[src/rtl/riscv_lsu_if.sv]
// Core/memory bundle for the load/store unit.
// slave: LSU side (core request in, memory bus out); master: the surroundings.
interface riscv_lsu_if #(
  parameter int unsigned ADDR_W = 32
);
  logic              core_req_i;
  logic              core_we_i;
  logic [2:0]        core_size_i;
  logic [ADDR_W-1:0] core_addr_i;
  logic [31:0]       core_wd_i;
  logic [31:0]       core_rd_o;
  logic              core_stall_o;
  logic              misalign_o;
  logic              mem_req_o;
  logic              mem_we_o;
  logic [3:0]        mem_be_o;
  logic [ADDR_W-1:0] mem_addr_o;
  logic [31:0]       mem_wd_o;
  logic [31:0]       mem_rd_i;
  logic              mem_ready_i;

  modport slave (
    input  core_req_i, core_we_i, core_size_i,
    input  core_addr_i, core_wd_i,
    input  mem_rd_i, mem_ready_i,
    output core_rd_o, core_stall_o, misalign_o,
    output mem_req_o, mem_we_o, mem_be_o,
    output mem_addr_o, mem_wd_o
  );

  modport master (
    output core_req_i, core_we_i, core_size_i,
    output core_addr_i, core_wd_i,
    output mem_rd_i, mem_ready_i,
    input  core_rd_o, core_stall_o, misalign_o,
    input  mem_req_o, mem_we_o, mem_be_o,
    input  mem_addr_o, mem_wd_o
  );
endinterface

[src/rtl/riscv_lsu.sv]
// Load/store unit: one word-addressed memory access per core request.
// Ports: clk_i, rst_i (async, active-high), bus (riscv_lsu_if.slave).
// Optional LSU_MISALIGN_TRAP_EN: misaligned H/W accesses skip memory, flag misalign_o.
module riscv_lsu #(
  parameter int unsigned ADDR_W   = 32,
  parameter logic [31:0] RD_RESET = 32'h0000_0000
) (
  input logic        clk_i,
  input logic        rst_i,
  riscv_lsu_if.slave bus
);

  typedef enum logic [1:0] {
    IDLE,
    BUSY,
    DONE
  } state_t;

  typedef enum logic [1:0] {
    K_B,
    K_H,
    K_W
  } kind_t;

  state_t            state;
  logic [2:0]        size_q;
  logic [1:0]        lo_q;
  logic [31:0]       rd_q;
  logic              req_q;
  logic              we_q;
  logic [3:0]        be_q;
  logic [ADDR_W-1:0] addr_q;
  logic [31:0]       wd_q;
  logic              mis_q;

  kind_t             k_in;
  logic [1:0]        lo_in;
  logic              mis;

  // Sizes 3/6/7 fall into the word case.
  function automatic kind_t kind_of(input logic [2:0] sz);
    unique case (sz)
      3'd0, 3'd4: kind_of = K_B;
      3'd1, 3'd5: kind_of = K_H;
      default:    kind_of = K_W;
    endcase
  endfunction

  function automatic logic [3:0] st_be(input kind_t k, input logic [1:0] lo);
    unique case (k)
      K_B:     st_be = 4'b0001 << lo;
      K_H:     st_be = lo[1] ? 4'b1100 : 4'b0011;
      default: st_be = 4'b1111;
    endcase
  endfunction

  function automatic logic [31:0] st_wd(input kind_t k, input logic [31:0] d);
    unique case (k)
      K_B:     st_wd = {4{d[7:0]}};
      K_H:     st_wd = {2{d[15:0]}};
      default: st_wd = d;
    endcase
  endfunction

  // Sizes 0/1 sign-extend, 4/5 zero-extend (size bit 2 = unsigned).
  function automatic logic [31:0] ld_ext(
    input logic [2:0]  sz,
    input logic [1:0]  lo,
    input logic [31:0] w
  );
    logic [7:0]  b;
    logic [15:0] h;
    logic        sx;
    b  = 8'(w >> {lo, 3'b000});
    h  = lo[1] ? w[31:16] : w[15:0];
    sx = !sz[2];
    unique case (kind_of(sz))
      K_B:     ld_ext = {{24{sx & b[7]}}, b};
      K_H:     ld_ext = {{16{sx & h[15]}}, h};
      default: ld_ext = w;
    endcase
  endfunction

  assign k_in  = kind_of(bus.core_size_i);
  assign lo_in = bus.core_addr_i[1:0];

`ifdef LSU_MISALIGN_TRAP_EN
  assign mis = (k_in == K_H && lo_in[0]) ||
               (k_in == K_W && lo_in != 2'b00);
`else
  assign mis = 1'b0;
`endif

  always_ff @(posedge clk_i or posedge rst_i) begin
    if (rst_i) begin
      state  <= IDLE;
      size_q <= '0;
      lo_q   <= '0;
      rd_q   <= RD_RESET;
      req_q  <= 1'b0;
      we_q   <= 1'b0;
      be_q   <= '0;
      addr_q <= '0;
      wd_q   <= '0;
      mis_q  <= 1'b0;
    end else begin
      unique case (state)
        IDLE: begin
          if (bus.core_req_i) begin
            size_q <= bus.core_size_i;
            lo_q   <= lo_in;
            if (mis) begin
              state <= DONE;
              mis_q <= 1'b1;
            end else begin
              state  <= BUSY;
              req_q  <= 1'b1;
              we_q   <= bus.core_we_i;
              be_q   <= bus.core_we_i ? st_be(k_in, lo_in)
                                      : 4'b1111;
              addr_q <= {bus.core_addr_i[ADDR_W-1:2], 2'b00};
              wd_q   <= st_wd(k_in, bus.core_wd_i);
            end
          end
        end
        BUSY: begin
          if (bus.mem_ready_i) begin
            if (!we_q) begin
              rd_q <= ld_ext(size_q, lo_q, bus.mem_rd_i);
            end
            state <= DONE;
            req_q <= 1'b0;
            we_q  <= 1'b0;
            be_q  <= '0;
          end
        end
        DONE: begin
          // Core has one cycle to move on; a held request is not re-taken here.
          state <= IDLE;
          mis_q <= 1'b0;
        end
        default: state <= IDLE;
      endcase
    end
  end

  assign bus.core_stall_o = !rst_i &&
    ((state == IDLE && bus.core_req_i) || state == BUSY);
  assign bus.core_rd_o  = rd_q;
  assign bus.misalign_o = mis_q;
  assign bus.mem_req_o  = req_q;
  assign bus.mem_we_o   = we_q;
  assign bus.mem_be_o   = be_q;
  assign bus.mem_addr_o = addr_q;
  assign bus.mem_wd_o   = wd_q;

endmodule
[src/flat_wrapper.sv]
// flat-port wrapper written by rule: the top's interface ports become plain ports
module riscv_lsu_flat 
#(
  parameter int unsigned ADDR_W   = 32,
  parameter logic [31:0] RD_RESET = 32'h0000_0000
)
  (clk_i, rst_i, bus_core_req_i, bus_core_we_i, bus_core_size_i, bus_core_addr_i, bus_core_wd_i, bus_mem_rd_i, bus_mem_ready_i, bus_core_rd_o, bus_core_stall_o, bus_misalign_o, bus_mem_req_o, bus_mem_we_o, bus_mem_be_o, bus_mem_addr_o, bus_mem_wd_o);
  riscv_lsu_if #(.ADDR_W(ADDR_W)) bus_i ();
  input logic clk_i;
  input logic rst_i;
  input wire logic [$bits(bus_i.core_req_i)-1:0] bus_core_req_i;
  input wire logic [$bits(bus_i.core_we_i)-1:0] bus_core_we_i;
  input wire logic [$bits(bus_i.core_size_i)-1:0] bus_core_size_i;
  input wire logic [$bits(bus_i.core_addr_i)-1:0] bus_core_addr_i;
  input wire logic [$bits(bus_i.core_wd_i)-1:0] bus_core_wd_i;
  input wire logic [$bits(bus_i.mem_rd_i)-1:0] bus_mem_rd_i;
  input wire logic [$bits(bus_i.mem_ready_i)-1:0] bus_mem_ready_i;
  output wire logic [$bits(bus_i.core_rd_o)-1:0] bus_core_rd_o;
  output wire logic [$bits(bus_i.core_stall_o)-1:0] bus_core_stall_o;
  output wire logic [$bits(bus_i.misalign_o)-1:0] bus_misalign_o;
  output wire logic [$bits(bus_i.mem_req_o)-1:0] bus_mem_req_o;
  output wire logic [$bits(bus_i.mem_we_o)-1:0] bus_mem_we_o;
  output wire logic [$bits(bus_i.mem_be_o)-1:0] bus_mem_be_o;
  output wire logic [$bits(bus_i.mem_addr_o)-1:0] bus_mem_addr_o;
  output wire logic [$bits(bus_i.mem_wd_o)-1:0] bus_mem_wd_o;
  assign bus_i.core_req_i = bus_core_req_i;
  assign bus_i.core_we_i = bus_core_we_i;
  assign bus_i.core_size_i = bus_core_size_i;
  assign bus_i.core_addr_i = bus_core_addr_i;
  assign bus_i.core_wd_i = bus_core_wd_i;
  assign bus_i.mem_rd_i = bus_mem_rd_i;
  assign bus_i.mem_ready_i = bus_mem_ready_i;
  assign bus_core_rd_o = bus_i.core_rd_o;
  assign bus_core_stall_o = bus_i.core_stall_o;
  assign bus_misalign_o = bus_i.misalign_o;
  assign bus_mem_req_o = bus_i.mem_req_o;
  assign bus_mem_we_o = bus_i.mem_we_o;
  assign bus_mem_be_o = bus_i.mem_be_o;
  assign bus_mem_addr_o = bus_i.mem_addr_o;
  assign bus_mem_wd_o = bus_i.mem_wd_o;
  riscv_lsu #(.ADDR_W(ADDR_W), .RD_RESET(RD_RESET)) u_core (.clk_i(clk_i), .rst_i(rst_i), .bus(bus_i));
endmodule
[config.mk]
export PLATFORM = sky130hd
export DESIGN_NAME = riscv_lsu_flat
export DESIGN_NICKNAME = d
export VERILOG_FILES = /design/src/rtl/riscv_lsu_if.sv /design/src/rtl/riscv_lsu.sv /design/src/flat_wrapper.sv
export SDC_FILE = /design/constraint.sdc
export NUM_CORES = 1
export LEC_CHECK = 0
export BUFFER_PORTS_ARGS = -buffer_cell sky130_fd_sc_hd__buf_2
export CORE_MARGIN = 2
export CORE_UTILIZATION = 35
export DETAILED_ROUTE_END_ITERATION = 10
export PLACE_DENSITY = 0.66
export SLEW_MARGIN = 20
export SYNTH_ARGS = -nofsm -noshare
export SYNTH_HDL_FRONTEND = slang
export SYNTH_SLANG_ARGS = --single-unit
[constraint.sdc]
create_clock -name clk_i -period 5.3 [get_ports clk_i]
set_input_delay 1.325 -clock clk_i [delete_from_list [all_inputs] [get_ports clk_i]]
set_output_delay 1.325 -clock clk_i [all_outputs]
set_load 0.01 [all_outputs]
==> results.json, run 1 <==
{
  "outcome": "finished, final reports clean",
  "power_density_nw_per_um2": 513.9,
  "grt_pass1_wl_um": 21540,
  "htree_levels": 3,
  "layout.nets": 806,
  "finalMaxSlewViolations": 0,
  "finalPower_uw": 3218,
  "drive_gt1_frac": 0.3451,
  "synth_commonest_cells": "nand2_1 (181), dfrtp_1 (107), o21ai_0 (40)",
  "finalClockSkew_ns": 0.008522,
  "fmax_mhz": 324.0,
  "initial_utilization": 0.3611,
  "insertion_delay_ns": 0.34,
  "cap_violations": 0,
  "rsz0062_at_grt": "false",
  "first_global_vias": 4285,
  "timing.reg2reg.worst_path_depth": 3,
  "portBuffers": 204,
  "ys_seq_elements": 107,
  "row_count": 42,
  "arrival_ns": 1.76,
  "cts_made_buffers": 9,
  "firstDrtPassIters": 4,
  "critPathCaptureType": "output pin",
  "synth_cells": 518,
  "ctsHoldBuffers": 0,
  "p_int_uw": 2031,
  "dp.final_hpwl_um": 10270,
  "r2r_start": "u_core.state[1]",
  "setup_viol_count_final": 0,
  "grtUsageTotal": 0.1882,
  "vias_per_cell": 4.968,
  "p_sw_frac": 0.3687,
  "core_um2": 13350,
  "num_io_pins": 208,
  "clkPwrFrac": 0.203,
  "clock_path_buffers": 2,
  "min_to": "u_core.bus.mem_addr_o[4]",
  "ys_warn_count": 0,
  "area_delta_synth_final_pct": 29.91,
  "gp_congestion": 0.8374,
  "post_cts_buffers": 0,
  "routedWlPerCell_um": 15.60,
  "worstReg2RegEnd": "u_core.bus.core_rd_o[20]",
  "whs_path_depth": 2,
  "ys_dominant_reg_cell": "dfrtp_1",
  "remaining_drc_errors": 0,
  "yosys-top-cells-area": "dfrtp_1 (56%), nand2_1 (14%), mux2i_1 (5.4%)",
  "pwr-share-comb": 0.364,
  "maxSlewHeadroom": 0.3403,
  "die_y_um": 121.3,
  "reg2reg_slack_ns": 3.05,
  "ant_nets": 0,
  "holdCritStartpoint": "u_core.bus.mem_addr_o[4]",
  "die_w_um": 121.3,
  "clk_pin_slew_ns": 0.06,
  "netSwitchingPower_uw": 1186,
  "overflow": 0,
  "routed_wl_um": 13790,
  "async_flop_share": 1.000,
  "crit_fanout": 2,
  "antenna_found_initial": 3,
  "grt_max_degree": 73,
  "worst_slew_pin_slew_ns": 0.9874,
  "syn_area_per_cell_um2": 9.304,
  "numClockSinks": 107,
  "critPathKind": "input pin to output pin",
  "p_seq_frac": 0.432,
  "post-synth-top-count-cell": "nand2_1",
  "syn_area_um2": 4820,
  "root_buffer": "clkbuf_16",
  "vdd_drop_max_uv": 218.1,
  "period_needed_ns": 3.087,
  "start_kind": "input pin",
  "ys_seq_area_frac": 0.5556,
  "dr.first_iter.drc_count": 273,
  "dieArea_um2": 14720,
  "period_share": 0.5824,
  "synth.top_cell.area_share": 0.5556,
  "hold_class": "flop to flop",
  "synth_edf_count": 0,
  "synth_cell_types": 30,
  "hold_violations": 0,
  "p_leak_uw": 0.003393,
  "fin_setup_tns_ns": 0,
  "cts_tree": "done",
  "required_ns": 3.97,
  "yosysTopAreaCell": "dfrtp_1",
  "cts-resized-gates": 0,
  "route.vias.total": 4392
}
-- through the flow --
step | util | cells | hold slack (ns) | cell area [um2] | setup WS (ns)
after floorplan | - | 520 | 0.4606 | 4827 | 1.158
after global placement | 0.4450 | 866 | 0.4597 | 5939 | 2.139
after detailed placement | 0.4452 | 866 | 0.4574 | 5942 | 2.051
after CTS | 0.4668 | 882 | 0.4737 | 6231 | 2.204
after global routing | 0.4689 | 883 | 0.4976 | 6259 | 2.192
final | 0.4691 | 884 | 0.4705 | 6261 | 2.213
-- routing by layer --
layer  global-route usage  vias up  wire (um)
li1                     -     2094          -
met1               0.2318     2109       5632
met2               0.3132      175       6641
met3              0.05545       12       1306
met4              0.06897        2        193
met5                    0        -         13
-- power groups by stage --
| stage | clock, uW | combinational (uW) | sequential (uW) |
|---|---|---|---|
| after floorplan | 0 | 550 | 1490 |
| after global placement | 0 | 1150 | 1390 |
| after detailed placement | 0 | 1190 | 1400 |
| after CTS | 676 | 1180 | 1390 |
| after global routing | 719 | 1310 | 1430 |
| final | 654 | 1170 | 1390 |
-- layout make-up --
type                            count  area [um2]
Clock inverter                      2       35.03
Antenna cell                        1       2.502
Sequential cell                   107        2678
Inverter                            5       21.27
Fill cell                        1313        7087
Multi-Input combinational cell    370        1972
Clock buffer                       14       254.0
Timing Repair Buffer              209        1079
Tap cell                          176       220.2
-- flip-flops by register name, summed over array words and instances, names as in the netlist --
name / cells
u_core.bus.core_rd_o: 32
u_core.bus.mem_addr_o: 30
u_core.bus.mem_be_o: 4
u_core.bus.mem_req_o: 1
u_core.bus.mem_wd_o: 32
u_core.bus.mem_we_o: 1
u_core.lo_q: 2
u_core.size_q: 3
u_core.state: 2
-- cell families (layout without fill, tap and decap cells) --
family                 count (synthesis)  after routing  synth area share
AOI/OAI and AO/OA                     83             83            0.1103
buffers and inverters                 43            230           0.03998
DFF                                  107            107            0.5556
muxes                                 35             35           0.07503
other                                  1              4         0.0007781
and+or+nand+nor                      249            249            0.2183
-- critical path: stages --
cell	delay [ns]
buf_2	0.12
nor3_1	0.16
buf_2	0.16
-- layout by cell type (no fill, tap or decap), types with 4 or more instances in the layout --
master | synthesis | layout
nand3_1 | 22 | 22
dfrtp_1 | 107 | 107
nand2_1 | 181 | 181
buf_2 | 1 | 204
clkbuf_16 | 0 | 9
a22oi_1 | 8 | 8
a221o_1 | 7 | 7
mux2i_1 | 26 | 26
a32oi_1 | 7 | 7
a21oi_1 | 12 | 12
mux2_2 | 9 | 9
clkbuf_1 | 28 | 4
nor2_1 | 25 | 24
buf_4 | 4 | 4
a22o_1 | 6 | 6
inv_1 | 5 | 4
nand3_2 | 10 | 10
o21ai_0 | 40 | 40
-- worst max-delay path by stage --
stage,startpoint,endpoint,slack (ns),depth (start not counted)
finish,rst_i,bus_core_stall_o,2.21,3
global route,rst_i,bus_core_stall_o,2.19,3
CTS,rst_i,bus_core_stall_o,2.20,3
detailed placement,bus_mem_ready_i,u_core.bus.core_rd_o[20],2.05,5
global placement,bus_core_req_i,u_core.bus.mem_wd_o[15],2.14,5
floorplan,rst_i,u_core.bus.core_rd_o[0],1.16,1
No activity file was read; power rests on OpenSTA's default activity.
==> run 2: changes to the inputs <==
clock period = 3.1 ns   (was 5.3 ns; I/O delays follow)
==> run 2 against run 1 <==
Effect of this change:
- first-iteration DRC count up 2.2%
- largest power group unchanged
- sequential share of layout area down 0.34 points
- highest routed layer unchanged
- largest cell class unchanged
- sequential cell count unchanged
==> results.json, run 2 (synthesis gave the netlist of run 1 again) <==
{
  "routed_wl_um": 13720,
  "fmax_mhz": 464.2,
  "critPathKind": "input pin to flop",
  "cpLargestDelayFamily": "simple AND/OR/NAND/NOR gates",
  "initial_utilization": 0.3611,
  "vdd_drop_max_uv": 356.0,
  "critPathSlowestCell": "or4_1",
  "die_y_um": 121.3,
  "insertion_delay_ns": 0.35,
  "path_buf_inv": 1,
  "grtUsageTotal": 0.1874,
  "cap_violations": 0,
  "post_cts_buffers": 0,
  "portBuffers": 204,
  "clk_pin_slew_ns": 0.07,
  "vias_per_cell": 4.924,
  "start_kind": "input pin",
  "htree_levels": 3,
  "root_buffer": "clkbuf_16",
  "rsz0062_at_grt": "false",
  "row_count": 42,
  "numClockSinks": 107,
  "cts-resized-gates": 0,
  "fin_setup_tns_ns": 0,
  "gp_congestion": 0.8704,
  "required_ns": 3.37,
  "die_w_um": 121.3,
  "setup_ws_ns": 0.9458,
  "maxSlewHeadroom": 0.4448,
  "ctsHoldBuffers": 0,
  "firstDrtPassIters": 5,
  "slowest_delay_ns": 0.80,
  "critPathCaptureType": "flop",
  "dp.final_hpwl_um": 10220,
  "outcome": "finished, final reports clean",
  "period_share": 0.6949,
  "dieArea_um2": 14720,
  "area_delta_synth_final_pct": 30.94,
  "core_um2": 13350,
  "final_cell_mix": "buf_2 (204), nand2_1 (181), dfrtp_1 (107), o21ai_0 (40), mux2i_1 (26)",
  "ant_nets": 0,
  "final_common_cell": "buf_2",
  "cts_tree": "done",
  "drive_gt1_frac": 0.3535,
  "setup_viol_count_final": 0,
  "overflow": 0,
  "route.vias.total": 4368,
  "antenna_found_initial": 3,
  "finalClockSkew_ns": 0.006505,
  "cts_made_buffers": 9,
  "arrival_ns": 2.43,
  "grt_pass1_wl_um": 21510,
  "hold_class": "flop to flop",
  "routedWlPerCell_um": 15.47,
  "remaining_drc_errors": 0,
  "p_leak_uw": 0.003415,
  "first_global_vias": 4278,
  "pre_cts_slack_ns": 0.6054,
  "crit_fanout": 16,
  "power_density_nw_per_um2": 877.8,
  "finalPower_uw": 5540,
  "cp_cell_sequence": "buf_2 > nand2_1 > or3_1 > or4_1 > nand3_1",
  "period_needed_ns": 2.154,
  "dr.first_iter.drc_count": 279,
  "hold_violations": 0,
  "finalMaxSlewViolations": 0,
  "worst_slew_pin_slew_ns": 0.8311,
  "grt_max_degree": 53,
  "layout.nets": 809,
  "num_io_pins": 208,
  "clock_path_buffers": 2
}
-- run 2: cell types whose count changed in the layout (fill, tap and decap cells not counted) --
cell | previous run | this run
buf_12 | 0 | 2
buf_16 | 1 | 0
clkinv_4 | 0 | 1
buf_4 | 4 | 6
inv_4 | 1 | 0
clkbuf_8 | 1 | 2
clkbuf_1 | 4 | 0
clkinvlp_4 | 0 | 2
or2_2 | 0 | 1
or2_4 | 1 | 0
inv_6 | 0 | 1
-- run 2: final timing paths --
check	from	to	slack (ns)	depth (start not counted)
min reg2reg	u_core.bus.mem_addr_o[16]	u_core.bus.mem_addr_o[16]	0.47	2
max in group asynchronous	rst_i	u_core.bus.mem_addr_o[28]	1.90	3
min	u_core.bus.mem_addr_o[16]	u_core.bus.mem_addr_o[16]	0.47	2
max reg2reg	u_core.lo_q[1]	u_core.bus.core_rd_o[22]	1.00	4
min in group asynchronous	rst_i	u_core.bus.mem_be_o[0]	0.57	2
max	bus_mem_ready_i	u_core.bus.core_rd_o[22]	0.95	5
-- run 2: per-stage QoR --
| stage | hold slack [ns] | instances | util | area (um2) |
|---|---|---|---|---|
| after detailed placement | 0.4587 | 870 | 0.4492 | 5996 |
| after global routing | 0.5034 | 887 | 0.4728 | 6311 |
| after global placement | 0.4546 | 870 | 0.4492 | 5996 |
| after CTS | 0.4768 | 886 | 0.4726 | 6309 |
| final | 0.4714 | 887 | 0.4728 | 6311 |
| after floorplan | 0.4606 | 520 | - | 4831 |
-- run 2: power by group --
group          switching, uW  total [uW]  internal [uW]
Combinational           1140        1990            852
Clock                    520        1190            674
Sequential               389        2360           1970
Total                   2050        5540           3490
-- run 2: routing by layer --
| layer | global-route usage | wire [um] |
|---|---|---|
| met5 | 0 | 13 |
| met4 | 0.07256 | 244 |
| met3 | 0.05592 | 1252 |
| met2 | 0.3006 | 6423 |
| met1 | 0.2382 | 5788 |
-- run 2: area by class of cell --
class,instances,area [um2]
tap,176,220.2
clock inverter,5,60.06
timing repair buffer,212,1106
sequential,107,2678
inverter,5,22.52
antenna,1,2.502
multi-input combinational,370,1969
clock buffer,11,252.7
fill,1312,7037
-- run 2: tightest hold or removal path: cells and delay by family, from the launching register on --
kind          cells  cell delay (ns)
flops             1             0.34
simple gates      2             0.10
